===== src/rtl/convolution_pkg.sv =====
// Shared definitions for the convolution sequencing engine.
// Contents: datapath/address widths, Csize field positions, FSM state codes,
// and the Z write payload struct.
package convolution_pkg;

    localparam int unsigned DATAWIDTH = 32;
    localparam int unsigned SIZEW     = 5;
    localparam int unsigned ADDRW     = 6;

    // Csize register layout: SX in [4:0], SY in [9:5]
    localparam int unsigned CSIZE_SX_LSB = 0;
    localparam int unsigned CSIZE_SY_LSB = 5;

    localparam int unsigned STATEW = 3;
    typedef logic [STATEW-1:0] state_t;

    localparam logic [2:0] ST_IDLE  = 3'd0;
    localparam logic [2:0] ST_SETUP = 3'd1;
    localparam logic [2:0] ST_FETCH = 3'd2;
    localparam logic [2:0] ST_DRAIN = 3'd3;
    localparam logic [2:0] ST_WRITE = 3'd4;
    localparam logic [2:0] ST_DONE  = 3'd5;

    typedef struct packed {
        logic [ADDRW-1:0]     addr;
        logic [DATAWIDTH-1:0] data;
    } z_wr_t;

endpackage


===== src/rtl/convolution_ctrl_if.sv =====
// Memory-side bus of the convolution engine: X/Y synchronous read ports
// (data valid one cycle after the read strobe) and the Z write port.
// master: engine side (drives addresses, strobes, Z data)
// slave : memory side (returns X/Y read data)
interface convolution_ctrl_if;
    import convolution_pkg::*;

    logic [ADDRW-1:0]     x_addr;
    logic                 x_rd;
    logic [DATAWIDTH-1:0] x_data;
    logic [ADDRW-1:0]     y_addr;
    logic                 y_rd;
    logic [DATAWIDTH-1:0] y_data;
    logic [ADDRW-1:0]     z_addr;
    logic [DATAWIDTH-1:0] z_data;
    logic                 z_we;

    modport master (
        output x_addr, x_rd, y_addr, y_rd, z_addr, z_data, z_we,
        input  x_data, y_data
    );

    modport slave (
        input  x_addr, x_rd, y_addr, y_rd, z_addr, z_data, z_we,
        output x_data, y_data
    );
endinterface


===== src/rtl/conv_mac.sv =====
// Multiply-accumulate for the convolution engine.
// Tracks which cycles carry returning read data (one cycle after an issue)
// and accumulates the truncated product, wrapping modulo 2^DATAWIDTH.
// Ports: clk, rst_a (sync, active-high), en_s (clock enable),
//        clr (zero the accumulator), issue (a read was launched this cycle),
//        x_data/y_data (memory read data), acc (running sum).
module conv_mac
    import convolution_pkg::*;
(
    input  logic                 clk,
    input  logic                 rst_a,
    input  logic                 en_s,
    input  logic                 clr,
    input  logic                 issue,
    input  logic [DATAWIDTH-1:0] x_data,
    input  logic [DATAWIDTH-1:0] y_data,
    output logic [DATAWIDTH-1:0] acc
);

    logic                 vld_q;
    logic [DATAWIDTH-1:0] prod_c;

    assign prod_c = DATAWIDTH'(x_data * y_data);

    // Read-valid pipeline and accumulator; both freeze while en_s is low.
    always_ff @(posedge clk) begin
        if (rst_a) begin
            vld_q <= 1'b0;
            acc   <= '0;
        end else if (en_s) begin
            vld_q <= issue;
            if (clr) begin
                acc <= '0;
            end else if (vld_q) begin
                acc <= acc + prod_c;
            end
        end
    end

endmodule


===== src/rtl/convolution_ctrl.sv =====
// Convolution sequencing engine: for n = 0 .. SX+SY-2 computes
// Z[n] = sum_k X[k]*Y[n-k] from the X/Y memories and writes it to Z.
// Ports: clk, rst_a (sync, active-high), en_s (clock enable; strobes gated low),
//        start (sampled in IDLE), size_x/size_y (latched on accepted start),
//        mem (memory bus, master side), busy (any non-IDLE state),
//        done (one-cycle completion pulse).
module convolution_ctrl
    import convolution_pkg::*;
(
    input  logic               clk,
    input  logic               rst_a,
    input  logic               en_s,
    input  logic               start,
    input  logic [SIZEW-1:0]   size_x,
    input  logic [SIZEW-1:0]   size_y,
    convolution_ctrl_if.master mem,
    output logic               busy,
    output logic               done
);

    state_t               state_q, state_d;
    logic [SIZEW-1:0]     sx_q, sx_d;
    logic [SIZEW-1:0]     sy_q, sy_d;
    logic [ADDRW-1:0]     n_q, n_d;
    logic [ADDRW-1:0]     k_q, k_d;
    logic [ADDRW-1:0]     kmax_q, kmax_d;
    logic [ADDRW-1:0]     yaddr_q, yaddr_d;
    logic                 rd_q, rd_d;
    logic                 zwe_q, zwe_d;
    logic                 done_q, done_d;
    logic                 busy_q, busy_d;
    logic [DATAWIDTH-1:0] acc;

    // Per-output-index k range: kmin = max(0, n-SY+1), kmax = min(n, SX-1).
    logic [ADDRW:0]   n1_c;
    logic [ADDRW:0]   sy_ext_c;
    logic [ADDRW-1:0] kmin_c;
    logic [ADDRW-1:0] sxm1_c;
    logic [ADDRW-1:0] kmax_c;
    logic [ADDRW-1:0] last_n_c;

    assign n1_c     = {1'b0, n_q} + (ADDRW+1)'(1);
    assign sy_ext_c = (ADDRW+1)'(sy_q);
    assign kmin_c   = (n1_c > sy_ext_c) ? ADDRW'(n1_c - sy_ext_c) : '0;
    assign sxm1_c   = ADDRW'(sx_q) - ADDRW'(1);
    assign kmax_c   = (n_q < sxm1_c) ? n_q : sxm1_c;
    assign last_n_c = ADDRW'(sx_q) + ADDRW'(sy_q) - ADDRW'(2);

    // State and registered outputs.
    always_ff @(posedge clk) begin
        if (rst_a) begin
            state_q <= ST_IDLE;
            sx_q    <= '0;
            sy_q    <= '0;
            n_q     <= '0;
            k_q     <= '0;
            kmax_q  <= '0;
            yaddr_q <= '0;
            rd_q    <= 1'b0;
            zwe_q   <= 1'b0;
            done_q  <= 1'b0;
            busy_q  <= 1'b0;
        end else if (en_s) begin
            state_q <= state_d;
            sx_q    <= sx_d;
            sy_q    <= sy_d;
            n_q     <= n_d;
            k_q     <= k_d;
            kmax_q  <= kmax_d;
            yaddr_q <= yaddr_d;
            rd_q    <= rd_d;
            zwe_q   <= zwe_d;
            done_q  <= done_d;
            busy_q  <= busy_d;
        end
    end

    // Next state; output register values are computed for the state being entered.
    always_comb begin
        state_d = state_q;
        sx_d    = sx_q;
        sy_d    = sy_q;
        n_d     = n_q;
        k_d     = k_q;
        kmax_d  = kmax_q;
        yaddr_d = yaddr_q;
        rd_d    = 1'b0;
        zwe_d   = 1'b0;
        done_d  = 1'b0;
        busy_d  = 1'b0;

        case (state_q)
            ST_IDLE: begin
                if (start) begin
                    sx_d = size_x;
                    sy_d = size_y;
                    if ((size_x != '0) && (size_y != '0)) begin
                        state_d = ST_SETUP;
                        n_d     = '0;
                    end else begin
                        state_d = ST_DONE;
                        done_d  = 1'b1;
                    end
                end
            end
            ST_SETUP: begin
                state_d = ST_FETCH;
                k_d     = kmin_c;
                kmax_d  = kmax_c;
                yaddr_d = n_q - kmin_c;
                rd_d    = 1'b1;
            end
            ST_FETCH: begin
                if (k_q == kmax_q) begin
                    state_d = ST_DRAIN;
                end else begin
                    k_d     = k_q + ADDRW'(1);
                    yaddr_d = yaddr_q - ADDRW'(1);
                    rd_d    = 1'b1;
                end
            end
            ST_DRAIN: begin
                state_d = ST_WRITE;
                zwe_d   = 1'b1;
            end
            ST_WRITE: begin
                if (n_q == last_n_c) begin
                    state_d = ST_DONE;
                    done_d  = 1'b1;
                end else begin
                    state_d = ST_SETUP;
                    n_d     = n_q + ADDRW'(1);
                end
            end
            ST_DONE: begin
                state_d = ST_IDLE;
            end
            default: begin
                state_d = ST_IDLE;
            end
        endcase

        busy_d = (state_d != ST_IDLE);
    end

    conv_mac u_mac (
        .clk    (clk),
        .rst_a  (rst_a),
        .en_s   (en_s),
        .clr    (state_q == ST_SETUP),
        .issue  (rd_q),
        .x_data (mem.x_data),
        .y_data (mem.y_data),
        .acc    (acc)
    );

    // Strobes are gated so nothing is issued or written while the clock enable is low.
    assign mem.x_addr = k_q;
    assign mem.y_addr = yaddr_q;
    assign mem.x_rd   = rd_q & en_s;
    assign mem.y_rd   = rd_q & en_s;
    assign mem.z_addr = n_q;
    assign mem.z_data = acc;
    assign mem.z_we   = zwe_q & en_s;
    assign busy       = busy_q;
    assign done       = done_q & en_s;

endmodule

===== src/flat_wrapper.sv =====
// flat-port wrapper written by rule: the top's interface ports become plain ports
module convolution_ctrl_flat import convolution_pkg::*;
  (clk, rst_a, en_s, start, size_x, size_y, busy, done, mem_x_addr, mem_x_rd, mem_y_addr, mem_y_rd, mem_z_addr, mem_z_data, mem_z_we, mem_x_data, mem_y_data);
  convolution_ctrl_if mem_i ();
  input  logic clk;
  input  logic rst_a;
  input  logic en_s;
  input  logic start;
  input  logic [SIZEW-1:0] size_x;
  input  logic [SIZEW-1:0] size_y;
  output logic busy;
  output logic done;
  output wire logic [$bits(mem_i.x_addr)-1:0] mem_x_addr;
  output wire logic [$bits(mem_i.x_rd)-1:0] mem_x_rd;
  output wire logic [$bits(mem_i.y_addr)-1:0] mem_y_addr;
  output wire logic [$bits(mem_i.y_rd)-1:0] mem_y_rd;
  output wire logic [$bits(mem_i.z_addr)-1:0] mem_z_addr;
  output wire logic [$bits(mem_i.z_data)-1:0] mem_z_data;
  output wire logic [$bits(mem_i.z_we)-1:0] mem_z_we;
  input wire logic [$bits(mem_i.x_data)-1:0] mem_x_data;
  input wire logic [$bits(mem_i.y_data)-1:0] mem_y_data;
  assign mem_x_addr = mem_i.x_addr;
  assign mem_x_rd = mem_i.x_rd;
  assign mem_y_addr = mem_i.y_addr;
  assign mem_y_rd = mem_i.y_rd;
  assign mem_z_addr = mem_i.z_addr;
  assign mem_z_data = mem_i.z_data;
  assign mem_z_we = mem_i.z_we;
  assign mem_i.x_data = mem_x_data;
  assign mem_i.y_data = mem_y_data;
  convolution_ctrl u_core (.clk(clk), .rst_a(rst_a), .en_s(en_s), .start(start), .size_x(size_x), .size_y(size_y), .mem(mem_i), .busy(busy), .done(done));
endmodule

===== config.mk =====
export PLATFORM = sky130hd
export DESIGN_NAME = convolution_ctrl_flat
export DESIGN_NICKNAME = d
export VERILOG_FILES = /design/src/rtl/convolution_pkg.sv /design/src/rtl/convolution_ctrl_if.sv /design/src/rtl/conv_mac.sv /design/src/rtl/convolution_ctrl.sv /design/src/flat_wrapper.sv
export SDC_FILE = /design/constraint.sdc
export NUM_CORES = 1
export LEC_CHECK = 0
export ABC_AREA = 1
export BUFFER_PORTS_ARGS = -buffer_cell sky130_fd_sc_hd__buf_2
export CAP_MARGIN = 30
export CORE_ASPECT_RATIO = 0.6
export CORE_MARGIN = 4
export CORE_UTILIZATION = 45
export CTS_CLUSTER_DIAMETER = 200
export DETAILED_ROUTE_END_ITERATION = 8
export SLEW_MARGIN = 20
export SYNTH_ARGS = -nofsm -noshare
export SYNTH_HDL_FRONTEND = slang
export SYNTH_HIERARCHICAL = 1
export SYNTH_SLANG_ARGS = --single-unit

===== constraint.sdc =====
create_clock -name clk -period 7.3 [get_ports clk]
set_input_delay 0 -clock clk [delete_from_list [all_inputs] [get_ports clk]]
set_output_delay 0 -clock clk [all_outputs]
set_load 0.03 [all_outputs]

Yosys cells after proc, flatten, opt, wreduce, memory -nomap -nowiden
Cells that the tools add are included.
Word-level totals
  memories kept: 0
  bits in latches: 0
  memory bits (writable): 0
  ROM bits: 0
  register bits: 74
  word-level logic and storage cells: 76
  output and inout port bits: 55
  input port bits: 78
Operators by class
  bitwise operators: 3
  mux-type cells: 24
  order comparisons: 2
  div/mod/pow operators: 0
  eq/ne operators: 10
  shifts and indexed selects: 0
  reduce and logical (&&, ||, !) cells: 13
  add/sub/neg operators: 10
  $mul: 1
Operator list (number)
  $mux 32: 2
  $mux 6: 7
  $pmux 6 s2: 3
  $add 32x32->32: 1
  $mul 32x32->32: 1
  $pmux 3 s5: 1
  $add 6x1->6 const B: 2
  $eq 6x6->1: 2
  $mux 3: 4
  $reduce_bool 5->1: 2
  $add 6x1->7 const B: 1
  $gt 7x5->1: 1
  $add 5x5->6: 1
  $eq 3x2->1 const B: 2
  $lt 6x6->1: 1
  $ne 2x2->1 const B: 3
  $reduce_and 3->1: 2
  $reduce_bool 2->1: 3
  $sub 5x1->6 const B: 1
  $sub 6x1->6 const B: 1
  $sub 6x2->6 const B: 1
  $sub 6x5->6: 1
  $sub 6x6->6: 1
  $mux 1: 5
  other kinds (10): 14

Logic depth before layout (Yosys ltp)
Gate-level depths: netlist (run 1).
  word-level depth: 6
  mapped depth: 35
  depth with buffers taken out: 33

By module
The synthesis (run 1) kept the hierarchy.
By module, submodules not included
  conv_mac: times used 1, cells each 2627, area each 19164.6 sq um, sequential area each 660.6 sq um
  convolution_ctrl: times used 1, cells each 477, area each 3145.5 sq um, sequential area each 820.8 sq um

Least setup slack after synthesis (run 1)
No wires, ideal clock.
  path kind: input to register
  start point: input port mem_x_data[12]
  end point: register u_core.u_mac.acc[23]
  library setup time: 0.132 ns
  data arrival time: 6.095 ns
  stages: 27
  data required time: 7.168 ns
  slack: 1.073 ns
  buffers on the path: 2
  cell sequence: clkbuf_1 -> clkbuf_1 -> nand2_1 -> inv_1 -> fa_1 -> fa_1 -> fa_1 -> inv_1 -> fa_1 -> inv_1 -> fa_1 -> inv_1 -> fa_1 -> inv_1 -> fa_1 -> inv_1 -> fa_1 -> inv_1 -> ha_1 -> nand2_1 -> o21ai_0 -> a21oi_2 -> o21ai_2 -> a21boi_1 -> or2_1 -> nand3_1 -> a21oi_1
On the way
  word-level cells in the longest chain between the ends: 4
Ends and longest elaborated chain
  start, declared: line flat_wrapper.sv:20  | input wire logic [$bits(mem_i.x_data)-1:0] mem_x_data;
  $mul 32x32->32: line conv_mac.sv:23  | assign prod_c = DATAWIDTH'(x_data * y_data);
  $add 32x32->32: line conv_mac.sv:35  | acc <= acc + prod_c;
  $mux 32: line conv_mac.sv:34  | end else if (vld_q) begin
  $mux 32: line conv_mac.sv:32  | if (clr) begin
  end signal, assigned: line conv_mac.sv:35
  end, declared: line conv_mac.sv:17  | output logic [DATAWIDTH-1:0] acc
No other way between the ends. The select of a mux whose other input is x is not followed.
A chain may end at the register's enable or synchronous reset.

Worst setup path in the final report (run 1)
  start point: register u_core.u_mac.acc[21]
  end point: register u_core.u_mac.acc[31]
On the way
  word-level cells in the longest chain between the ends: 3
Ends and longest elaborated chain (line)
  $add 32x32->32: conv_mac.sv:35
  $mux 32: conv_mac.sv:34
  $mux 32: conv_mac.sv:32
No other way between the ends. The select of a mux whose other input is x is not followed.

==> run summary, run 1 <==
Residual DRC -> 0
Worst Skew -> 9.50 ps
Worst setup EP type -> flip-flop
Die height -> 180 um
Synth Register Bits -> 74
Slew HR -> 0.421
Post-synth EDFFs -> 0
Core ar. -> 48,400 um2
Congestion Overflow GR -> 0
CTS tree -> yes
Async SR Flop Fraction -> 0
Reg2reg path depth -> 22
Clk_lat worst skew -> 360 ps
Initial antenna violation count -> 2
Reg-to-Reg Start -> u_core/u_mac/acc[21]
Setup CP Type -> reg -> reg
Worst path slowest cell -> fa_1
Worst R2R Setup Slack -> 580 ps
Final max-slew violation count -> 0
Detailed Routing Iterations Pass 1 -> 8
Max-Cap Viols -> 0
Clk buf depth -> 2
Routed WL per cell -> 18.2 um
# setup viols final -> 0
Worst Path Max Fanout -> 5
Post-Syn Instances -> 3,104
Critical Path AT -> 6940 ps
Largest net degree at the start of global routing -> 52
Least-Margin Pin Slew -> 869 ps
Initial DRC Count -> 1,702
Vias -> 18,900
Total GRT Usage -> 0.265
Die area -> 53,300 um2
Fin crit share -> 0.920
Cell Area, Synth -> 22,300 um2
Startpoint Class -> flip-flop
Seq/Total Area, Yosys -> 0.0664
Min-delay src -> start
Most numerous cell in the Yosys netlist -> inv_1
Final hold violation count -> 0
Detailed Place HPWL -> 58.5 mm
Gp weighted congestion -> 0.895
Post-route ant nets -> 0
Area Overhead vs Synth -> 6.89%
FF-to-FF End -> u_core/u_mac/acc[31]
Initial Util -> 0.461
Top cell type by total area after synthesis -> fa_1
Vias/cell -> 4.96
Min Tclk post-route -> 6720 ps
Width of the die -> 295 um
Yosys top cell area share -> 0.396
RSZ-0062 raised after global routing -> false
First-pass GRT wire length -> 109 mm
Synthesized area per cell -> 7.19 um2
Final setup TNS -> 0 ps
H-tree depth -> 3
IO Pins -> 133
CP dominant cell by count -> fa_1
Most instantiated cells after synthesis -> 947 x inv_1, 839 x nand2_1, 441 x fa_1
Clock root cell -> clkbuf_16
Worst Hold End -> u_core/sy_q[0]
Post-synth top flop -> dfxtp_1
Reg clk slew, reported paths -> 70 ps
Yosys cell types -> 50
# port buffers -> 132
Cell row count -> 62
Clock buffer count from CTS -> 9
Layout cells sized above 1 -> 0.0761
Final WL -> 69.3 mm
Hold crit path type -> in -> reg
Data required, critical path -> 7520 ps
Synth Net Count -> 3,775
Vias in the first global route -> 19,200
Slowest stage delay, CP -> 550 ps
Yosys warns -> 6
Status -> finished clean
Clk sinks -> 74
CP cell instances -> inv_1 > fa_1 > fa_1 > inv_1 > fa_1 > inv_1 > fa_1 > inv_1 > fa_1 > fa_1 > fa_1 > inv_1 > fa_1 > inv_1 > ha_1 > a21oi_1 > o21ai_0 > a21oi_1 > o2111a_1 > nand3_1 > nand3_2 > a21oi_2
Nets -> 3,833
Ranking of synthesized cells by area -> fa_1 40%, inv_1 16%, nand2_1 14%
Hold Path Depth -> 5
Fmax -> 149 MHz
Fillers -> 4,879
==> flip-flops by register name, indices dropped and copies added (netlist names) <==
signal	flops
u_core/sx_q	5
u_core/state_q	3
u_core/u_mac/vld_q	1
u_core/u_mac/acc	32
u_core/busy	1
u_core/done_q	1
u_core/kmax_q	6
u_core/mem.z_addr	6
u_core/zwe_q	1
u_core/rd_q	1
u_core/mem.y_addr	6
u_core/mem.x_addr	6
u_core/sy_q	5
==> worst max path at each step <==
stage,startpoint,end,slack [ps]
finish,u_core/u_mac/acc[21],u_core/u_mac/acc[31],580
global placement,mem_y_data[8],u_core/u_mac/acc[28],420
detailed placement,mem_x_data[6],u_core/u_mac/acc[28],410
CTS,u_core/u_mac/acc[21],u_core/u_mac/acc[31],650
floorplan,mem_x_data[12],u_core/u_mac/acc[23],1070
global route,u_core/u_mac/acc[25],u_core/u_mac/acc[28],230
==> per-layer routing <==
layer / GRT usage / vias to the layer above / share of wire
li1: - / 8905 / -
met1: 0.427 / 9152 / 0.50
met2: 0.349 / 778 / 0.38
met3: 0.0782 / 61 / 0.11
met4: 0.0453 / 2 / 0.014
met5: 0 / - / 0.00019
==> cell type report <==
type	instances	area, um2	share of cell area
diodes	2	5.00	0.000210
clock buffers	10	239	0.0100
clock inverters	4	53.8	0.00226
inverters	968	3630	0.152
multi-input cells	1934	16600	0.697
flip-flops and latches	74	1480	0.0621
well taps	640	801	0.0336
repair buffers	175	1020	0.0428
==> timing repair <==
action,in CTS,in global routing
buffers inserted,0,0
hold buffers,10,0
gates resized for setup,0,0
endpoints found under the hold margin,10,0
==> kinds of logic (layout without fill, tap and decap cells) <==
kind of cell | count (synthesis) | after routing | synth area share
DFF | 74 | 74 | 0.0664
AOI/OAI and AO/OA | 219 | 219 | 0.0537
muxes | 1 | 1 | 0.000449
xor gates and xnor gates | 27 | 27 | 0.0106
buffers and inverters | 1096 | 1157 | 0.189
other | 0 | 2 | 0
and+or+nand+nor | 1094 | 1094 | 0.199
adders and majority gates | 593 | 593 | 0.481
==> critical path, delay by kind of cell, from the launching register on <==
family | cells | cell delay, ps
AOI/OAI and AO/OA | 5 | 1200
adders and majority gates | 9 | 4400
buffers and inverters | 6 | 350
DFF | 1 | 400
and+or+nand+nor | 2 | 210
==> placed cells by master, fill, tap and decap left out, drive strengths merged, types with 4 or more instances in the layout <==
| master | Yosys | final |
|---|---|---|
| inv | 965 | 965 |
| fa | 441 | 441 |
| xnor2 | 13 | 13 |
| buf | 40 | 165 |
| nand4 | 15 | 15 |
| xor2 | 14 | 14 |
| nor2 | 101 | 101 |
| clkinv | 3 | 4 |
| dfxtp | 74 | 74 |
| nand2 | 851 | 851 |
| dlygate4sd3 | 0 | 10 |
| nand3b | 8 | 8 |
| nand3 | 83 | 83 |
| o21ai | 75 | 75 |
| ha | 152 | 152 |
| clkbuf | 88 | 10 |
| nor3 | 17 | 17 |
| a21oi | 126 | 126 |
| or2 | 17 | 17 |
==> through the flow <==
| stage | hold WS (ps) | worst slack [ps] | util | cell area, um2 | std cells |
|---|---|---|---|---|---|
| 2_1_floorplan | 152 | 1070 | - | 22300 | 3104 |
| 3_3_place_gp | 299 | 421 | 0.484 | 23400 | 3781 |
| 6_report | 102 | 583 | 0.493 | 23800 | 3807 |
| 4_1_cts | 83.8 | 653 | 0.493 | 23800 | 3805 |
| 3_5_place_dp | 303 | 410 | 0.484 | 23400 | 3781 |
| 5_1_grt | 117 | 234 | 0.493 | 23800 | 3806 |
Power of run 1 is left out: the tool's default activity adds up to more than one toggle a clock period on the data nets, which glitch-free logic cannot reach.
==> run 2, diff against run 1 <==
--- a/config.mk
+++ b/config.mk
@@ -5,7 +5,6 @@
 export SDC_FILE = /design/constraint.sdc
 export NUM_CORES = 1
 export LEC_CHECK = 0
-export ABC_AREA = 1
 export BUFFER_PORTS_ARGS = -buffer_cell sky130_fd_sc_hd__buf_2
 export CAP_MARGIN = 30
 export CORE_ASPECT_RATIO = 0.6
==> run summary, run 2 <==
Setup CP Type -> reg -> reg
# Post-CTS Setup Buffers -> 0 (unchanged)
Antenna cells -> 0 (-2)
Fillers -> 4,446 (-8.9%)
Synth Net Count -> 3,071 (-19%)
Async SR Flop Fraction -> 0 (unchanged)
Largest net degree at the start of global routing -> 51 (-1.9%)
Initial Util -> 0.455 (-0.00585)
Synth Register Bits -> 74 (unchanged)
Vias/cell -> 5.19 (+4.6%)
Worst Skew -> 12.1 ps (+2.65 ps)
Number of flip-flops in the largest register -> 32 (unchanged)
Max-Cap Viols -> 0 (unchanged)
H-tree depth -> 3 (unchanged)
Clk_lat worst skew -> 360 ps (about the same)
Yosys cell types -> 78 (+56%)
Nets -> 3,166 (-17%)
Initial DRC Count -> 1,205 (-29%)
Reg clk slew, reported paths -> 70 ps (about the same)
Die area -> 50,500 um2 (-5.3%)
Clock root cell -> clkbuf_16
Most common cell after layout, fill and taps aside -> inv_1
Worst Path Max Fanout -> 3 (-2)
Hold crit path type -> in -> reg
Post-synth EDFFs -> 0 (unchanged)
Width of the die -> 287 um (-2.7%)
First-pass GRT wire length -> 98.2 mm (-9.7%)
FF-to-FF End -> u_core/u_mac/acc[27]
Status -> finished clean
# port buffers -> 132 (unchanged)
Reg-to-Reg Start -> u_core/u_mac/acc[18]
Vias -> 16,300 (-14%)
Residual DRC -> 0 (unchanged)
Least-Margin Pin Slew -> 959 ps (+90.2 ps)
Min-delay src -> en_s
Biggest register -> u_core/u_mac/acc
Seq/Total Area, Yosys -> 0.0703 (+0.00387)
Initial antenna violation count -> 5 (+3)
Final max-slew violation count -> 0 (unchanged)
Area Overhead vs Synth -> 8.75%
# setup viols final -> 0 (unchanged)
Vias in the first global route -> 16,900 (-12%)
Cell row count -> 61 (-1.6%)
Die height -> 176 um (-2.7%)
Final hold violation count -> 0 (unchanged)
Core ar. -> 46,300 um2 (-4.3%)
Ranking of synthesized cells by area -> fa_1 42%, and2_1 9.6%, inv_1 9.3%
IO Pins -> 133 (unchanged)
Area of the multi-input gates -> 17,200 um2 (+3.6%)
Worst Setup SP -> u_core/u_mac/acc[18]
Most instantiated cells after synthesis -> 520 x inv_1, 441 x fa_1, 324 x and2_1
Reg2reg path depth -> 23 (+4.5%)
Cell Area, Synth -> 21,100 um2 (-5.5%)
Min Tclk post-route -> 7020 ps (+306 ps)
Data required, critical path -> 7540 ps (+20 ps)
Post-route ant nets -> 0 (unchanged)
Worst setup EP type -> flip-flop
Startpoint Class -> flip-flop
Post-synth top flop -> dfxtp_1
Congestion Overflow GR -> 0 (unchanged)
RSZ-0062 raised after global routing -> false
Critical Path AT -> 7260 ps (+320 ps)
Most numerous cell in the Yosys netlist -> inv_1
CTS tree -> yes
Yosys warns -> 6 (unchanged)
Storage cell area -> 1480 um2 (unchanged)
Final setup TNS -> 0 ps (unchanged)
Total GRT Usage -> 0.252 (-0.0128)
Fin crit share -> 0.962 (+0.0419)
Fmax -> 142 MHz (-4.4%)
CP Capture Point -> u_core/u_mac/acc[27]
Layout cells sized above 1 -> 0.0888 (+0.0127)
Top cell type by total area after synthesis -> fa_1
Yosys top cell area share -> 0.419 (+0.0231)
Final WL -> 62.1 mm (-10%)
Post-Syn Instances -> 2,400 (-23%)
Gp weighted congestion -> 0.896 (+0.10%)
Worst R2R Setup Slack -> 280 ps (-310 ps)
Clk sinks -> 74 (unchanged)
Slew HR -> 0.356 (-0.0650)
Synthesized area per cell -> 8.78 um2 (+22%)
Routed WL per cell -> 19.8 um (+9.0%)
Detailed Place HPWL -> 53.1 mm (-9.3%)
Detailed Routing Iterations Pass 1 -> 5 (-3)
Clk buf depth -> 2 (unchanged)
Most frequent cells in the layout -> 520 x inv_1, 441 x fa_1, 324 x and2_1
Clock buffer count from CTS -> 9 (unchanged)
run 2: timing repair:
action | CTS | global route
hold buffers | 10 | 0
endpoints found under the hold margin | 10 | 0
endpoints found under the setup margin | 0 | 0
gates resized for setup | 0 | 0
run 2: cell type report:
cell class / instances / area share
multi-input combinational: 1692 / 0.751
inverter: 522 / 0.0855
sequential: 74 / 0.0646
timing repair buffer: 196 / 0.0509
tap: 630 / 0.0344
clock buffer: 9 / 0.00982
clock inverter: 7 / 0.00431
run 2: worst min path at each step:
stage                   endpoint  cells past startpoint
5_1_grt        u_core/state_q[0]                      3
3_3_place_gp      u_core/sy_q[3]                      3
4_1_cts        u_core/state_q[2]                      3
6_report       u_core/state_q[2]                      3
2_1_floorplan     u_core/sx_q[1]                      2
3_5_place_dp      u_core/sy_q[3]                      3
run 2: critical path, stage by stage (launching register included):
cell,delay (ps)
dfxtp_1,340
fa_1,520
fa_1,500
fa_1,510
inv_1,70
fa_1,530
inv_1,50
fa_1,500
inv_1,60
fa_1,530
inv_1,50
fa_1,470
inv_1,50
fa_1,470
inv_1,40
ha_1,280
a21o_1,160
a21oi_1,140
nor2b_1,80
o41a_1,350
a41oi_1,360
a31oi_1,170
or3_2,420
a32o_1,250
run 2: routing by layer:
layer,part of all wire,vias up,wire length [um],global-route usage
li1,-,7391,-,-
met1,0.49,8217,30500,0.400
met2,0.42,585,25900,0.360
met3,0.075,60,4680,0.0508
met4,0.015,6,920,0.0393
met5,0.00066,-,41,0
run 2: logic make-up (layout without fill, tap and decap cells):
family,count (synthesis),in the layout,share of synthesized area
AO/OA/AOI/OAI,213,213,0.0686
XOR/XNOR,95,95,0.0411
adder cells (fa/ha/maj),593,593,0.509
buffers and inverters,634,734,0.114
flip-flops,74,74,0.0703
multiplexers,12,12,0.00570
AND/OR/NAND/NOR,779,779,0.192
run 2: per-stage QoR:
stage | instance area (um2) | setup slack (ps) | hold slack, ps | util | instances
3_3_place_gp | 22500 | 241 | 272 | 0.486 | 3103
6_report | 22900 | 278 | 90.4 | 0.495 | 3130
4_1_cts | 22900 | 313 | 65.4 | 0.495 | 3129
2_1_floorplan | 21100 | 443 | 147 | - | 2400
3_5_place_dp | 22500 | 236 | 272 | 0.486 | 3103
5_1_grt | 22900 | 64.2 | 96.8 | 0.495 | 3130
Power of run 2 is left out for the same reason.
